[src/rtl/fetch_queue_unit.sv]
// fetch_queue_unit
// Instruction-fetch front end. It sits between the PC logic and the IF/ID
// register and issues in-order fetch requests over a valid/ready handshake.
// Returned words are queued together with their PC. A redirect from execute
// flushes the queue, and responses still in flight at that point are
// discarded as they arrive.
//
// Ports
//   clk, rst                 clock, asynchronous active-low reset
//   redirect_valid/_pc       execute-stage redirect (branch, jal, jalr)
//   imem_req_valid/_addr     fetch request to instruction memory
//   imem_req_ready           memory accepts the request
//   imem_rsp_valid/_data     in-order response word (no backpressure)
//   deq_valid/_instr/_pc     head entry presented to decode
//   deq_pcplus               head PC + PC_STEP
//   deq_ready                decode consumes the head entry
//
// Build option
//   FETCHQ_BYPASS_EN  when defined, an undropped response that arrives while
//                     the queue is empty is shown on deq_* in the same cycle.
//                     When undefined, every word goes through the queue and
//                     no combinational path runs from imem_rsp_* to deq_*.
module fetch_queue_unit #(
    parameter int unsigned     XLEN     = 32,
    parameter int unsigned     DEPTH    = 4,
    parameter int unsigned     PC_STEP  = 1,
    parameter logic [XLEN-1:0] RESET_PC = '0
) (
    input  logic            clk,
    input  logic            rst,
    input  logic            redirect_valid,
    input  logic [XLEN-1:0] redirect_pc,
    output logic            imem_req_valid,
    output logic [XLEN-1:0] imem_req_addr,
    input  logic            imem_req_ready,
    input  logic            imem_rsp_valid,
    input  logic [XLEN-1:0] imem_rsp_data,
    output logic            deq_valid,
    output logic [XLEN-1:0] deq_instr,
    output logic [XLEN-1:0] deq_pc,
    output logic [XLEN-1:0] deq_pcplus,
    input  logic            deq_ready
);
    localparam int unsigned AW = $clog2(DEPTH);
    localparam int unsigned CW = AW + 1;
    // The drop counter is one bit wider than the credit counters. Back-to-back
    // redirects can stack a fresh batch of outstanding requests on top of
    // drops that are still pending.
    localparam int unsigned DW = CW + 1;
    localparam logic [XLEN-1:0] STEP = XLEN'(PC_STEP);

    logic [XLEN-1:0] fetch_pc_q, fetch_pc_d;
    logic [AW-1:0]   rd_ptr_q, rd_ptr_d, wr_ptr_q, wr_ptr_d;
    logic [AW-1:0]   ord_ptr_q, ord_ptr_d, owr_ptr_q, owr_ptr_d;
    logic [CW-1:0]   count_q, count_d, outst_q, outst_d;
    logic [DW-1:0]   drop_q, drop_d;

    logic [XLEN-1:0] instr_q [DEPTH];
    logic [XLEN-1:0] pc_q    [DEPTH];
    logic [XLEN-1:0] opc_q   [DEPTH];   // PCs of outstanding requests

    logic req_fire, rsp_drop, rsp_take, byp, push, pop;
    logic [XLEN-1:0] head_instr, head_pc;
    logic [DW-1:0]   occ;

    assign occ            = DW'(count_q) + DW'(outst_q);
    assign imem_req_valid = rst && !redirect_valid && (occ < DW'(DEPTH));
    assign imem_req_addr  = fetch_pc_q;
    assign req_fire       = imem_req_valid && imem_req_ready;

    // A response with nothing outstanding and nothing to drop is a protocol
    // error. It matches neither term and is ignored.
    assign rsp_drop = imem_rsp_valid && (drop_q != '0);
    assign rsp_take = imem_rsp_valid && (drop_q == '0) && (outst_q != '0);

`ifdef FETCHQ_BYPASS_EN
    assign byp        = rsp_take && (count_q == '0) && !redirect_valid;
    assign head_instr = byp ? imem_rsp_data     : instr_q[rd_ptr_q];
    assign head_pc    = byp ? opc_q[ord_ptr_q]  : pc_q[rd_ptr_q];
`else
    assign byp        = 1'b0;
    assign head_instr = instr_q[rd_ptr_q];
    assign head_pc    = pc_q[rd_ptr_q];
`endif

    assign deq_valid  = !redirect_valid && ((count_q != '0) || byp);
    assign deq_instr  = deq_valid ? head_instr : '0;
    assign deq_pc     = deq_valid ? head_pc : '0;
    assign deq_pcplus = deq_valid ? head_pc + STEP : '0;

    // A bypassed word that decode takes right away is never written.
    assign pop  = deq_valid && deq_ready && !byp;
    assign push = rsp_take && !redirect_valid && !(byp && deq_ready);

    always_comb begin
        fetch_pc_d = fetch_pc_q;
        rd_ptr_d   = rd_ptr_q;
        wr_ptr_d   = wr_ptr_q;
        ord_ptr_d  = ord_ptr_q;
        owr_ptr_d  = owr_ptr_q;
        count_d    = count_q;
        outst_d    = outst_q;
        drop_d     = drop_q;
        if (redirect_valid) begin
            fetch_pc_d = redirect_pc;
            rd_ptr_d   = '0;
            wr_ptr_d   = '0;
            ord_ptr_d  = '0;
            owr_ptr_d  = '0;
            count_d    = '0;
            outst_d    = '0;
            // A response arriving now settles one of the pending drops.
            drop_d     = drop_q + DW'(outst_q)
                         - DW'(rsp_drop || (imem_rsp_valid && outst_q != '0));
        end else begin
            if (req_fire) begin
                fetch_pc_d = fetch_pc_q + STEP;
                owr_ptr_d  = owr_ptr_q + AW'(1);
            end
            if (rsp_take) ord_ptr_d = ord_ptr_q + AW'(1);
            if (rsp_drop) drop_d = drop_q - DW'(1);
            if (push) wr_ptr_d = wr_ptr_q + AW'(1);
            if (pop)  rd_ptr_d = rd_ptr_q + AW'(1);
            outst_d = outst_q + CW'(req_fire) - CW'(rsp_take);
            count_d = count_q + CW'(push) - CW'(pop);
        end
    end

    always_ff @(posedge clk or negedge rst) begin
        if (!rst) begin
            fetch_pc_q <= RESET_PC;
            rd_ptr_q   <= '0;
            wr_ptr_q   <= '0;
            ord_ptr_q  <= '0;
            owr_ptr_q  <= '0;
            count_q    <= '0;
            outst_q    <= '0;
            drop_q     <= '0;
        end else begin
            fetch_pc_q <= fetch_pc_d;
            rd_ptr_q   <= rd_ptr_d;
            wr_ptr_q   <= wr_ptr_d;
            ord_ptr_q  <= ord_ptr_d;
            owr_ptr_q  <= owr_ptr_d;
            count_q    <= count_d;
            outst_q    <= outst_d;
            drop_q     <= drop_d;
        end
    end

    // Storage is not reset. Reads are qualified by count/outstanding.
    always_ff @(posedge clk) begin
        if (req_fire) opc_q[owr_ptr_q] <= fetch_pc_q;
        if (push) begin
            instr_q[wr_ptr_q] <= imem_rsp_data;
            pc_q[wr_ptr_q]    <= opc_q[ord_ptr_q];
        end
    end
endmodule
[config.mk]
export PLATFORM = sky130hd
export DESIGN_NAME = fetch_queue_unit
export DESIGN_NICKNAME = d
export VERILOG_FILES = /design/src/rtl/fetch_queue_unit.sv
export SDC_FILE = /design/constraint.sdc
export NUM_CORES = 1
export LEC_CHECK = 0
export CORE_MARGIN = 3
export CORE_UTILIZATION = 35
export DETAILED_ROUTE_END_ITERATION = 8
export GPL_ROUTABILITY_DRIVEN = 1
export SYNTH_ARGS = -nofsm -noshare
export SYNTH_HDL_FRONTEND = slang
export SYNTH_SLANG_ARGS = --single-unit
[constraint.sdc]
create_clock -name clk -period 8 [get_ports clk]
set_input_delay 1.6 -clock clk [delete_from_list [all_inputs] [get_ports clk]]
set_output_delay 1.6 -clock clk [all_outputs]
set_load 0.01 [all_outputs]
# Word level (Yosys, flattened, before mapping)
# Memory sizes are Yosys's and may differ from the RTL's.
# Index checks and enable logic that the tools add are counted.
# classes
add_sub_neg	14
mul	0
div_mod_pow	0
order_cmp	1
eq_ne	0
shifts	0
muxes	21
bitwise_logic	0
reduce_logical	21
# ops
cell	count
$mux 32	5
$add 32x1->32 const B	2
$mux 2	8
$logic_and 1x1->1	10
$reduce_bool 2->1	5
$add 2x1->2 const B	4
$mux 4	2
$add 3x1->3	2
$mux 3	2
$reduce_bool 3->1	2
$sub 3x1->3	2
$add 3x3->4	1
$add 4x3->4	1
$logic_not 4->1	1
$lt 4x3->1 const B	1
$mux 1	4
$reduce_bool 4->1	1
$sub 4x1->4	1
$sub 4x1->4 const B	1
$logic_not 1->1	1
$logic_or 1x1->1	1
# totals
register_bits	50
latch_bits	0
ram_bits	384
rom_bits	0
output_inout_bits	130
elab_cells	68
mem_count	3
# memory_table
memory	words	width	read_ports	rd_clocked_by_memory_dff	wr	line_no	source
instr_q	4	32	1	0	1	58	logic [XLEN-1:0] instr_q [DEPTH];
opc_q	4	32	1	0	1	60	logic [XLEN-1:0] opc_q [DEPTH];
pc_q	4	32	1	0	1	59	logic [XLEN-1:0] pc_q [DEPTH];

# Logic depth before layout (Yosys ltp)
# depth
ltp_word	7
depth_mapped	15
mapped_depth_nobuf	13

# Worst setup path after synthesis
# OpenSTA, ideal clock, no wires.
# synth_timing
kind	input to output
start	in redirect_valid
end	out deq_pcplus[23]
t_arrival_ns	2.897
required_ns	6.400
slack_ns	3.503
path_stages	7
cell_sequence	buf_2 -> or2_2 -> clkbuf_1 -> inv_1 -> clkbuf_1 -> and2_1 -> mux2_1
# synth_via
elab_chain_len	3
# synth_lines
element	line_no	source
start, declared	31	input logic redirect_valid,
$logic_not 1->1	86	assign deq_valid = !redirect_valid && ((count_q != '0) || byp);
$logic_and 1x1->1	86	
$mux 32	89	assign deq_pcplus = deq_valid ? head_pc + STEP : '0;
end, declared	41	output logic [XLEN-1:0] deq_pcplus,
# Every way passes these cells.

# Worst setup path in the final report
# layout_timing
start	reg rd_ptr_q[1]
end	out deq_pcplus[31]
# layout_via
elab_chain_len	3
# layout_lines
element	line_no	source
start, declared	53	logic [AW-1:0] rd_ptr_q, rd_ptr_d, wr_ptr_q, wr_ptr_d;
start signal, assigned	141	rd_ptr_q <= rd_ptr_d;
$mem_v2 4x32	--	
$add 32x1->32	89	
$mux 32	89	
# Every way passes these cells.

==> summary.md <==
| Metric | Value |
|---|---|
| Fin crit share | roughly three quarters |
| Post-synth cell types | 53 |
| Final instance area | around 0.022 mm² |
| Slew Viols, Final | 0 |
| Max Cap Viol | 0 |
| Hold Path Class | reg -> reg |
| Post-layout util | 43.7% |
| CTS tree | yes |
| DR DRC count | 0 |
| Crit path launch type | flip-flop |
| Clock Sinks | 434 |
| Fraction of layout cells with a size suffix above 1 | between 10% and 20% |
| Worst r2r src | outst_q[2] |
| Number of port buffers | between 150 and 200 |
| Post-synth EDFFs | about 380 |
| RSZ-0062 raised after global routing | no |
| Syn nets | about 1200 |
| H-tree level count | 2 |
| R2R depth | 12 |
| WHS Path Cells | 1 |
| Asr flop ratio synth | a little under an eighth |
| Clk_skew | between 0.02 and 0.025 ns |
| Setup violators final | 0 |
| Reg clk slew, reported paths | approximately 0.06 ns |
| CP Data Required Time | 6.40 ns |
| Hold Slack | approximately 0.48 ns |
| Leak pwr | between 7 and 8 nW |
| Flops & latches, synth | ~430 |
| Vias in the first global route | roughly 10000 |
| DR vias | just over 10000 |
| Yosys top cell area share | roughly 63% |
| Fin nets | roughly 1400 |
| Cells after DPL | ~1900 |
| Core area | around 0.051 mm² |
| Worst-margin pin slew | 1.01 ns |
| Area Growth Syn to Fin | 23.0% |
| DIE WIDTH | roughly 230 µm |
| Initial DRT Pass Iterations | 5 |
| Clock latency on the worst-skew pair | ~0.56 ns |
| DP Wirelength | ~26000 µm |
| Stages on worst setup path | 7 |
| Rows | 83 |
| GP Congestion | around 0.78 |
| DP Area | about 0.021 mm² |
| CTS Buffer Depth | 3 |
| Worst Path Buf+Inv | 1 |
| Die H | approximately 230 µm |
| Iteration-0 DRC Markers | between 600 and 700 |
| Synth area leaders | edfxtp_1, mux4_2, dfrtp_1, and2_1, ha_1 |
| Worst hold start | drop_q[3] |
| Status | completed |
| Post-cts resize count | 0 |
| Netlist Area Pre-Place | between 0.015 and 0.02 mm² |
| Post-route antenna net violation count | 0 |
| Sum Neg Setup Slack | 0 ns |
| Worst setup path startpoint | rd_ptr_q[1] |
| CTS Root Buffer Type | clkbuf_16 |
| Top-count cell post-synth | edfxtp_1 |
| Delay-heaviest family, CP | simple AND/OR/NAND/NOR gates |
| Achievable Freq | 170 MHz |
| Largest net degree at the start of global routing | 67 |
| Total power | between 5 and 6 mW |
| Setup bufs post-CTS | 0 |
| Initial Utilization | a little over a third |
| Avg Cell Area, Syn | roughly 17 µm² |
| Post-CTS Hold Buffers | 0 |
| Worst VDD drop | approximately 150 µV |
| Worst Path Arrival | around 4.3 ns |
| Cts bufs inserted | 46 |
| Worst Setup End Kind | output pin |
| Worst slew margin | about a third |
| Delay of the slowest cell on the worst path | 1.00 ns |
| Setup ws final | ~2.1 ns |
| Tmin final | between 5 and 6 ns |
| First-pass GRT wire length | 63000 µm |
| Sequential share of the synthesized area | a little over two thirds |
| Hold Vio Cnt, Final | 0 |
| DR vias/cell | 5.08 |
| Power Dens Cells | roughly 260 mW/mm² |
| Syn Inst Count | approximately 1100 |
| Top FF cell, synth | edfxtp_1 |
| Setup CP Type | reg -> out |
| Total grt overflow | 0 |
| Crit path cell chain | mux4_2, nand3_1, nor4_1, nand4_1, xor2_1, nor2_1, clkdlybuf4s50_1 |
| Tot GR Track Use | ~15% |
| Initial antenna violation count | 0 |
| Place WS | between 2 and 3 ns |
| Crit-path max FO | 39 |
| DIE AREA | 0.0549 mm² |
| Final Non-Filler Cells | 1982 |
| Routed wire length | just over 40000 µm |
| Io pins | 200 |
| DR WL/cell | ~21 µm |
| Slowest CP cell | dfrtp_2 |
| Area leader, netlist | edfxtp_1 |
| Synth top cells by count | edfxtp_1, mux4_2, and2_1 |
| Warnings, synthesis | 0 |
state kept, by name, summed over array words and instances (netlist names):
| name | count |
|---|---|
| count_q | 3 |
| drop_q | 4 |
| imem_req_addr | 32 |
| instr_q | 128 |
| opc_q | 128 |
| ord_ptr_q | 2 |
| outst_q | 3 |
| owr_ptr_q | 2 |
| pc_q | 128 |
| rd_ptr_q | 2 |
| wr_ptr_q | 2 |
final cells by class:
type | instances | area [µm²]
Timing Repair Buffer | 210 | 2060
Multi-Input combinational cell | 542 | 5090
Tap cell | 680 | 851
Antenna cell | 1 | 2.50
Sequential cell | 434 | 12800
Fill cell | 4566 | 29000
Inverter | 30 | 113
Clock buffer | 57 | 1220
Clock inverter | 28 | 317
path summary, 6_finish.rpt:
kind / end / slack, ns
worst max-delay path: deq_pcplus[31] / 2.11
max in group asynchronous: rd_ptr_q[0] / 6.27
worst min register to register: drop_q[3] / 0.48
worst max register to register: outst_q[2] / 4.37
worst min-delay path: drop_q[3] / 0.48
min in group asynchronous: imem_req_addr[23] / 1.17
report_power, final:
| group | internal (mW) | total [mW] | leakage [nW] | switching [mW] |
|---|---|---|---|---|
| clock | 1.28 | 2.14 | 0.737 | 0.853 |
| sequential | 2.56 | 2.69 | 4.09 | 0.126 |
| combinational | 0.549 | 1.07 | 2.53 | 0.522 |
| total | 4.39 | 5.90 | 7.36 | 1.50 |
logic make-up (layout without fill, tap and decap cells):
| group | count (synthesis) | count (layout) | synth area share (%) |
|---|---|---|---|
| xor gates and xnor gates | 39 | 39 | 1.87 |
| and+or+nand+nor | 290 | 290 | 8.69 |
| AOI/OAI and AO/OA | 86 | 86 | 3.15 |
| muxes | 101 | 101 | 12.2 |
| buffers and inverters | 81 | 325 | 2.11 |
| adders and majority gates | 26 | 26 | 1.91 |
| DFF | 434 | 434 | 70.0 |
| other | 0 | 1 | 0 |
metal layers:
| layer | part of all wire [%] | up-vias | wire length, µm | global-route usage, % |
|---|---|---|---|---|
| met5 | 0 | - | 0 | 0 |
| met4 | 2.0 | 0 | 812 | 3.59 |
| met3 | 5.9 | 56 | 2450 | 2.85 |
| met2 | 46 | 304 | 19200 | 23.6 |
| met1 | 46 | 5146 | 18900 | 21.8 |
| li1 | - | 4556 | - | - |
placed cells by master, fill, tap and decap left out, drive strengths merged, types with 23 or more instances in the layout:
cell type,n
clkbuf,57
dfrtp,50
inv,32
xor2,24
nor2,60
edfxtp,384
and2,76
ha,23
mux4,96
o21ai,33
nand3,31
nand2,53
clkdlybuf4s50,197
No activity file was read; power rests on OpenSTA's default activity.
